===== config.mk =====
export PLATFORM = sky130hd
export DESIGN_NAME = ifq_flat
export DESIGN_NICKNAME = d
export VERILOG_FILES = /design/src/rtl/ifq_if.sv /design/src/rtl/ifq.sv /design/src/flat_wrapper.sv
export SDC_FILE = /design/constraint.sdc
export NUM_CORES = 1
export LEC_CHECK = 0
export ABC_CLOCK_PERIOD_IN_PS = 5900
export CORE_MARGIN = 2
export CORE_UTILIZATION = 35
export DETAILED_ROUTE_END_ITERATION = 6
export HOLD_SLACK_MARGIN = 0.03
export SLEW_MARGIN = 15
export SYNTH_ARGS = -nofsm -noshare
export SYNTH_HDL_FRONTEND = slang
export SYNTH_SLANG_ARGS = --single-unit

===== constraint.sdc =====
create_clock -name clk -period 5.9 [get_ports clk]
set_clock_uncertainty 0.1 [all_clocks]
set_input_delay 0.885 -clock clk [delete_from_list [all_inputs] [get_ports clk]]
set_output_delay 0.885 -clock clk [all_outputs]
set_load 0.02 [all_outputs]

===== src/rtl/ifq_if.sv =====
// Bundles the icache-facing and dispatch-facing signals of the instruction fetch queue.
// Latency: n/a (wires only).
// Backpressure: n/a. Flow control is ifq_ren/icache_din_valid on the fetch side and ifq_empty/dispatch_ren on the dispatch side.
//
// Modports:
//   slave  - the fetch queue itself (drives fetch PC, read enable, head instruction)
//   master - the surrounding environment (icache + dispatch)
interface ifq_if #(
  parameter int W_DATA = 32,
  parameter int W_LINE = 128
);
  logic [W_DATA-1:0] ifq_pcout;
  logic              ifq_ren;
  logic              ifq_abort;
  logic [W_LINE-1:0] icache_din;
  logic              icache_din_valid;
  logic [W_DATA-1:0] jmp_branch_addr;
  logic              jmp_branch_valid;
  logic              dispatch_ren;
  logic [W_DATA-1:0] ifq_dout;
  logic [W_DATA-1:0] ifq_pc_out;
  logic              ifq_empty;

  modport slave (
    input  icache_din, icache_din_valid, jmp_branch_addr, jmp_branch_valid, dispatch_ren,
    output ifq_pcout, ifq_ren, ifq_abort, ifq_dout, ifq_pc_out, ifq_empty
  );

  modport master (
    output icache_din, icache_din_valid, jmp_branch_addr, jmp_branch_valid, dispatch_ren,
    input  ifq_pcout, ifq_ren, ifq_abort, ifq_dout, ifq_pc_out, ifq_empty
  );
endinterface


===== src/rtl/ifq.sv =====
// Instruction fetch queue: fetches aligned icache lines, buffers DEPTH lines, hands out one word per dispatch read.
// Latency: a line written on edge N is visible at ifq_dout after edge N; dout itself is combinational from the head line.
// Backpressure: ifq_ren drops while the queue is full or a redirect is pending; a dispatch_ren while empty is ignored.
//
// Ports:
//   clk   - rising-edge clock
//   reset - asynchronous, active-low reset
//   bus   - ifq_if.slave. Fetch side: ifq_pcout, ifq_ren, ifq_abort, icache_din, icache_din_valid.
//           Redirect: jmp_branch_addr, jmp_branch_valid. Dispatch: dispatch_ren, ifq_dout, ifq_pc_out, ifq_empty.
module ifq #(
  parameter int                W_DATA   = 32,
  parameter int                W_LINE   = 128,
  parameter int                DEPTH    = 4,
  parameter logic [W_DATA-1:0] RESET_PC = 32'h0000_0000
) (
  input  logic clk,
  input  logic reset,
  ifq_if.slave bus
);

  localparam int AW  = $clog2(DEPTH);
  localparam int WPL = W_LINE / W_DATA;      // words per line
  localparam int OW  = $clog2(WPL);          // word-offset width
  localparam int WB  = $clog2(W_DATA / 8);   // byte-address bits inside a word

  localparam logic [W_DATA-1:0] LINE_BYTES = W_DATA'(W_LINE / 8);
  localparam logic [W_DATA-1:0] WORD_BYTES = W_DATA'(W_DATA / 8);
  localparam logic [W_DATA-1:0] LINE_MASK  = ~(LINE_BYTES - W_DATA'(1));
  localparam logic [W_DATA-1:0] WORD_MASK  = ~(WORD_BYTES - W_DATA'(1));

  logic [W_LINE-1:0] mem_q [DEPTH];

  logic [AW:0]       wr_ptr_q,   wr_ptr_d;
  logic [AW:0]       rd_ptr_q,   rd_ptr_d;
  logic [OW-1:0]     off_q,      off_d;
  logic [W_DATA-1:0] fetch_pc_q, fetch_pc_d;
  logic [W_DATA-1:0] disp_pc_q,  disp_pc_d;

  logic              full;
  logic              empty;
  logic              wr_en;
  logic              rd_en;
  logic [W_LINE-1:0] head_line;

  // Extra pointer MSB distinguishes full from empty when the index bits match.
  assign full  = (wr_ptr_q[AW] != rd_ptr_q[AW]) && (wr_ptr_q[AW-1:0] == rd_ptr_q[AW-1:0]);
  assign empty = (wr_ptr_q == rd_ptr_q);

  // No bypass: a full queue never requests, even if the head is leaving this cycle.
  assign bus.ifq_ren   = reset & ~full & ~bus.jmp_branch_valid;
  assign bus.ifq_abort = bus.jmp_branch_valid;

  assign wr_en = bus.ifq_ren & bus.icache_din_valid;
  assign rd_en = bus.dispatch_ren & ~empty & ~bus.jmp_branch_valid;

  always_comb begin
    wr_ptr_d   = wr_ptr_q;
    rd_ptr_d   = rd_ptr_q;
    off_d      = off_q;
    fetch_pc_d = fetch_pc_q;
    disp_pc_d  = disp_pc_q;

    if (bus.jmp_branch_valid) begin
      // Redirect wins: drop queued lines, refetch the target's line and
      // start reading at the target's word inside that line.
      rd_ptr_d   = wr_ptr_q;
      fetch_pc_d = bus.jmp_branch_addr & LINE_MASK;
      off_d      = bus.jmp_branch_addr[WB +: OW];
      disp_pc_d  = bus.jmp_branch_addr & WORD_MASK;
    end else begin
      if (wr_en) begin
        wr_ptr_d   = wr_ptr_q + (AW+1)'(1);
        fetch_pc_d = fetch_pc_q + LINE_BYTES;
      end
      if (rd_en) begin
        disp_pc_d = disp_pc_q + WORD_BYTES;
        // Offset wraps to 0 after the last word, so every line after the
        // first one post-redirect starts at word 0.
        off_d     = off_q + OW'(1);
        if (off_q == {OW{1'b1}}) begin
          rd_ptr_d = rd_ptr_q + (AW+1)'(1);
        end
      end
    end
  end

  always_ff @(posedge clk or negedge reset) begin
    if (!reset) begin
      wr_ptr_q   <= '0;
      rd_ptr_q   <= '0;
      off_q      <= '0;
      fetch_pc_q <= RESET_PC & LINE_MASK;
      disp_pc_q  <= RESET_PC;
    end else begin
      wr_ptr_q   <= wr_ptr_d;
      rd_ptr_q   <= rd_ptr_d;
      off_q      <= off_d;
      fetch_pc_q <= fetch_pc_d;
      disp_pc_q  <= disp_pc_d;
    end
  end

  // Line storage carries no reset; empty gating on the output hides stale data.
  always_ff @(posedge clk) begin
    if (wr_en) begin
      mem_q[wr_ptr_q[AW-1:0]] <= bus.icache_din;
    end
  end

  assign head_line = mem_q[rd_ptr_q[AW-1:0]];

  assign bus.ifq_pcout  = fetch_pc_q;
  assign bus.ifq_pc_out = disp_pc_q;
  assign bus.ifq_empty  = empty;
  assign bus.ifq_dout   = empty ? '0 : head_line[int'(off_q) * W_DATA +: W_DATA];

endmodule


===== src/flat_wrapper.sv =====
// flat-port wrapper written by rule: the top's interface ports become plain ports
module ifq_flat 
#(
  parameter int                W_DATA   = 32,
  parameter int                W_LINE   = 128,
  parameter int                DEPTH    = 4,
  parameter logic [W_DATA-1:0] RESET_PC = 32'h0000_0000
)
  (clk, reset, bus_icache_din, bus_icache_din_valid, bus_jmp_branch_addr, bus_jmp_branch_valid, bus_dispatch_ren, bus_ifq_pcout, bus_ifq_ren, bus_ifq_abort, bus_ifq_dout, bus_ifq_pc_out, bus_ifq_empty);
  ifq_if #(.W_DATA(W_DATA), .W_LINE(W_LINE)) bus_i ();
  input  logic clk;
  input  logic reset;
  input wire logic [$bits(bus_i.icache_din)-1:0] bus_icache_din;
  input wire logic [$bits(bus_i.icache_din_valid)-1:0] bus_icache_din_valid;
  input wire logic [$bits(bus_i.jmp_branch_addr)-1:0] bus_jmp_branch_addr;
  input wire logic [$bits(bus_i.jmp_branch_valid)-1:0] bus_jmp_branch_valid;
  input wire logic [$bits(bus_i.dispatch_ren)-1:0] bus_dispatch_ren;
  output wire logic [$bits(bus_i.ifq_pcout)-1:0] bus_ifq_pcout;
  output wire logic [$bits(bus_i.ifq_ren)-1:0] bus_ifq_ren;
  output wire logic [$bits(bus_i.ifq_abort)-1:0] bus_ifq_abort;
  output wire logic [$bits(bus_i.ifq_dout)-1:0] bus_ifq_dout;
  output wire logic [$bits(bus_i.ifq_pc_out)-1:0] bus_ifq_pc_out;
  output wire logic [$bits(bus_i.ifq_empty)-1:0] bus_ifq_empty;
  assign bus_i.icache_din = bus_icache_din;
  assign bus_i.icache_din_valid = bus_icache_din_valid;
  assign bus_i.jmp_branch_addr = bus_jmp_branch_addr;
  assign bus_i.jmp_branch_valid = bus_jmp_branch_valid;
  assign bus_i.dispatch_ren = bus_dispatch_ren;
  assign bus_ifq_pcout = bus_i.ifq_pcout;
  assign bus_ifq_ren = bus_i.ifq_ren;
  assign bus_ifq_abort = bus_i.ifq_abort;
  assign bus_ifq_dout = bus_i.ifq_dout;
  assign bus_ifq_pc_out = bus_i.ifq_pc_out;
  assign bus_ifq_empty = bus_i.ifq_empty;
  ifq #(.W_DATA(W_DATA), .W_LINE(W_LINE), .DEPTH(DEPTH), .RESET_PC(RESET_PC)) u_core (.clk(clk), .reset(reset), .bus(bus_i));
endmodule

==> results.py <==
metrics = {
    "worst_setup_path": {
        "r2r-end": "u_core.mem_q[1][59]",
        "slowest_delay_ns": 0.89,
        "critPathArrivalTime_ns": 3.81,
        "path_max_fanout": 31,
        "crit_path_cell_trace": "buf_4, mux4_2, mux4_2, nor2b_1, clkdlybuf4s50_1",
        "crit-reg2reg-launch": "u_core.rd_ptr_q[1]",
        "required_ns": 4.91,
        "worst_setup_path_start_kind": "flop",
        "crit_slowest_cell": "dfrtp_4",
        "critPathTopFamily": "buffers and inverters",
        "cp_common_cell": "mux4_2",
        "reg2regPathDepth": 4,
        "r2r_setup_slack_ns": 2.31,
        "critPathKind": "flop to primary output",
        "crit_buf_inv": 2,
        "cp-end-kind": "primary output",
    },
    "clock_network": {
        "tritoncts": "done",
        "clock_latency_ns": 0.60,
        "clock-root-buffer": "clkbuf_16",
        "hold_buffers": 0,
        "clk_pin_slew_worst_paths_ns": 0.06,
        "cts_buffers": 61,
        "ctsResizeCount": 0,
        "numClockSinks": 578,
        "htree_levels": 2,
        "clk_path_buf_depth": 3,
        "postCtsSetupRepairBufs": 0,
    },
    "power_and_ir_drop": {
        "power.switching_mw": 3.77,
        "switching_share_pct": 29.3,
        "seqPwrFrac_pct": 39.5,
        "p_total_mw": 12.9,
        "powerDensity_nw_per_um2": 444,
        "cellLeakagePower_nw": 9.32,
        "p_int_mw": 9.08,
        "power.share.clock_pct": 30.7,
        "ir_worst_vdd_v": 0.000292,
        "p_comb_share_pct": 29.7,
    },
    "status": {
        "status": "complete, no violations",
    },
    "global_routing": {
        "busiest_layer": "met2",
        "grt_pass1_vias": 12700,
        "use_met2_pct": 25.1,
        "grt_util_met1_pct": 21.2,
        "grt_util_all_layers_pct": 15.7,
        "grt_pass1_wl_um": 80100,
        "overflow": 0,
        "grt_max_degree": 130,
        "antenna_found_initial": 11,
        "grt_use_met3_pct": 4.24,
    },
    "logic_synthesis": {
        "yosys_warnings": 0,
        "synth-edff-count": 512,
        "syn_inst": 1167,
        "ys_ff_latch": 578,
        "async_reset_ff_share_pct": 11.4,
        "ys_seq_area_share_pct": 73.1,
        "synth_top_area_share_pct": 66.0,
        "synth_top_area_cell": "edfxtp_1",
        "syn_area_sq_um": 23300,
        "ys.flop_type": "edfxtp_1",
        "ys_top_cells_by_count": "edfxtp_1, mux4_2, dfrtp_1",
        "yosys-top-cells-area": "edfxtp_1, mux4_2, dfrtp_1, xnor2_1, nor2b_1",
        "yosysMostFrequentCell": "edfxtp_1",
        "postSynthAreaPerCell_sq_um": 20.0,
        "ys_types": 52,
    },
    "run": {
        "drv_cap": 0,
    },
    "timing": {
        "drv_slew": 0,
        "clock.fmax_ghz": 0.208,
        "setup_viol": 0,
        "finalCriticalPeriod_ns": 4.80,
        "tns_ns": 0,
        "post-route-period-util_pct": 81.3,
        "rsz0062_at_grt": "false",
        "hold_viol_final": 0,
        "slew_headroom_pct": 31.2,
        "worst_pin_slew_ns": 1.03,
    },
    "detailed_routing": {
        "ant_nets": 0,
        "finalWirelength_um": 54300,
        "drc": 0,
        "drt_iter0_drc": 946,
        "wl_per_cell_um": 23.0,
        "routed-via-count": 12100,
        "drt_pass1_iterations": 5,
        "via_per_inst": 5.12,
    },
    "floorplanning": {
        "initial_core_util_pct": 35.4,
        "core_area_sq_um": 65900,
        "die_x_um": 262,
        "fp.dieH_um": 262,
        "ios": 264,
        "dieArea_sq_um": 68600,
        "num_rows": 94,
    },
    "placed_design": {
        "place_congestion": 0.853,
        "dp_hpwl_um": 32800,
        "port_buffers": 255,
    },
    "min_path": {
        "hold_path_class": "input port to async pin",
    },
    "finish": {
        "fin_nets": 1618,
        "fill_cells": 5720,
        "layout-area-overhead-vs-synth_pct": 24.4,
        "drive_gt1_share_pct": 20.8,
    },
}
sequential cells by signal, indices dropped and copies added, names as in the netlist:
register and flops:
u_core.wr_ptr_q 3, u_core.rd_ptr_q 3, u_core.bus.ifq_pcout 28, u_core.off_q 2, u_core.bus.ifq_pc_out 30, u_core.mem_q 512
routing by layer:
layer | routed length (um) | part of all wire, %
met4 | 1320 | 2.4
met1 | 23200 | 43
met3 | 3640 | 6.7
met2 | 26000 | 48
met5 | 140 | 0.26
power groups by stage:
stage               Sequential, mW  Combinational [mW]  Clock (mW)
floorplan                     5.04                2.54           0
global placement              5.16                3.90           0
detailed placement            5.18                3.90           0
CTS                           5.09                3.93        4.06
global route                  5.13                4.09        4.22
finish                        5.08                3.82        3.95
cell usage in the layout (no fill, tap or decap), types with 6 or more instances in the layout:
master and n:
clkbuf_16 62, and3_1 8, clkdlybuf4s50_1 253, clkinv_1 6, nand3_1 22, clkinv_2 13
mux4_2 160, bufinv_16 8, edfxtp_1 512, nor4_1 14, o211ai_1 11, nor2b_1 33
conb_1 6, mux2_2 8, xor2_1 14, o21ai_1 7, a21oi_1 11, clkinvlp_4 9
buf_12 7, nor3_1 11, clkbuf_1 9, nand2_1 46, nand4_1 21, dfrtp_1 62
buf_4 16, ha_1 8, nor2_1 21, o21ai_0 33, xnor2_1 28, inv_1 12
stage by stage:
stage | util, % | instance area, sq um | worst slack [ns] | std cells | hold slack, ns
after floorplan | - | 23300 | 0.436 | 1172 | 0.416
after CTS | 44.0 | 29000 | 0.946 | 2362 | 0.446
after global placement | 40.7 | 26800 | 1.61 | 2246 | 0.422
final | 44.0 | 29000 | 1.10 | 2364 | 0.445
after detailed placement | 40.7 | 26800 | 1.62 | 2246 | 0.434
after global routing | 44.0 | 29000 | 0.816 | 2362 | 0.479
worst max path at each step:
stage	startpoint	end	slack [ns]	cells past startpoint
6_report	u_core.rd_ptr_q[0]	bus_ifq_dout[6]	1.10	5
5_1_grt	u_core.rd_ptr_q[0]	bus_ifq_dout[0]	0.82	5
4_1_cts	u_core.rd_ptr_q[0]	bus_ifq_dout[6]	0.95	5
3_5_place_dp	u_core.rd_ptr_q[0]	bus_ifq_dout[3]	1.62	5
3_3_place_gp	u_core.rd_ptr_q[0]	bus_ifq_dout[3]	1.61	5
2_1_floorplan	bus_jmp_branch_valid	u_core.mem_q[1][0]	0.44	6
worst reg2reg max path: stages, from the launching register on:
cell and delay (ns):
dfrtp_4 0.91, xor2_1 0.59, o311a_1 0.44, and2_4 0.59, buf_12 0.46
layout make-up:
| cell class | instances | area [sq um] | area share (%) |
|---|---|---|---|
| clock buffers | 76 | 1650 | 5.71 |
| diodes | 2 | 5.00 | 0.0173 |
| multi-input cells | 513 | 5870 | 20.2 |
| inverters | 13 | 48.8 | 0.168 |
| flip-flops and latches | 578 | 17000 | 58.8 |
| clock inverters | 40 | 478 | 1.65 |
| repair buffers | 278 | 2800 | 9.67 |
| well taps | 864 | 1080 | 3.73 |
cell families after synthesis:
kind of cell	share of synthesized area (%)
flops	73.1
simple gates	4.63
mux	16.0
compound gates	2.24
buf+inv	1.91
xor+xnor	1.65
fa+ha+maj	0.430
other cells	0.0161
Power figures use the tool's default switching activity.
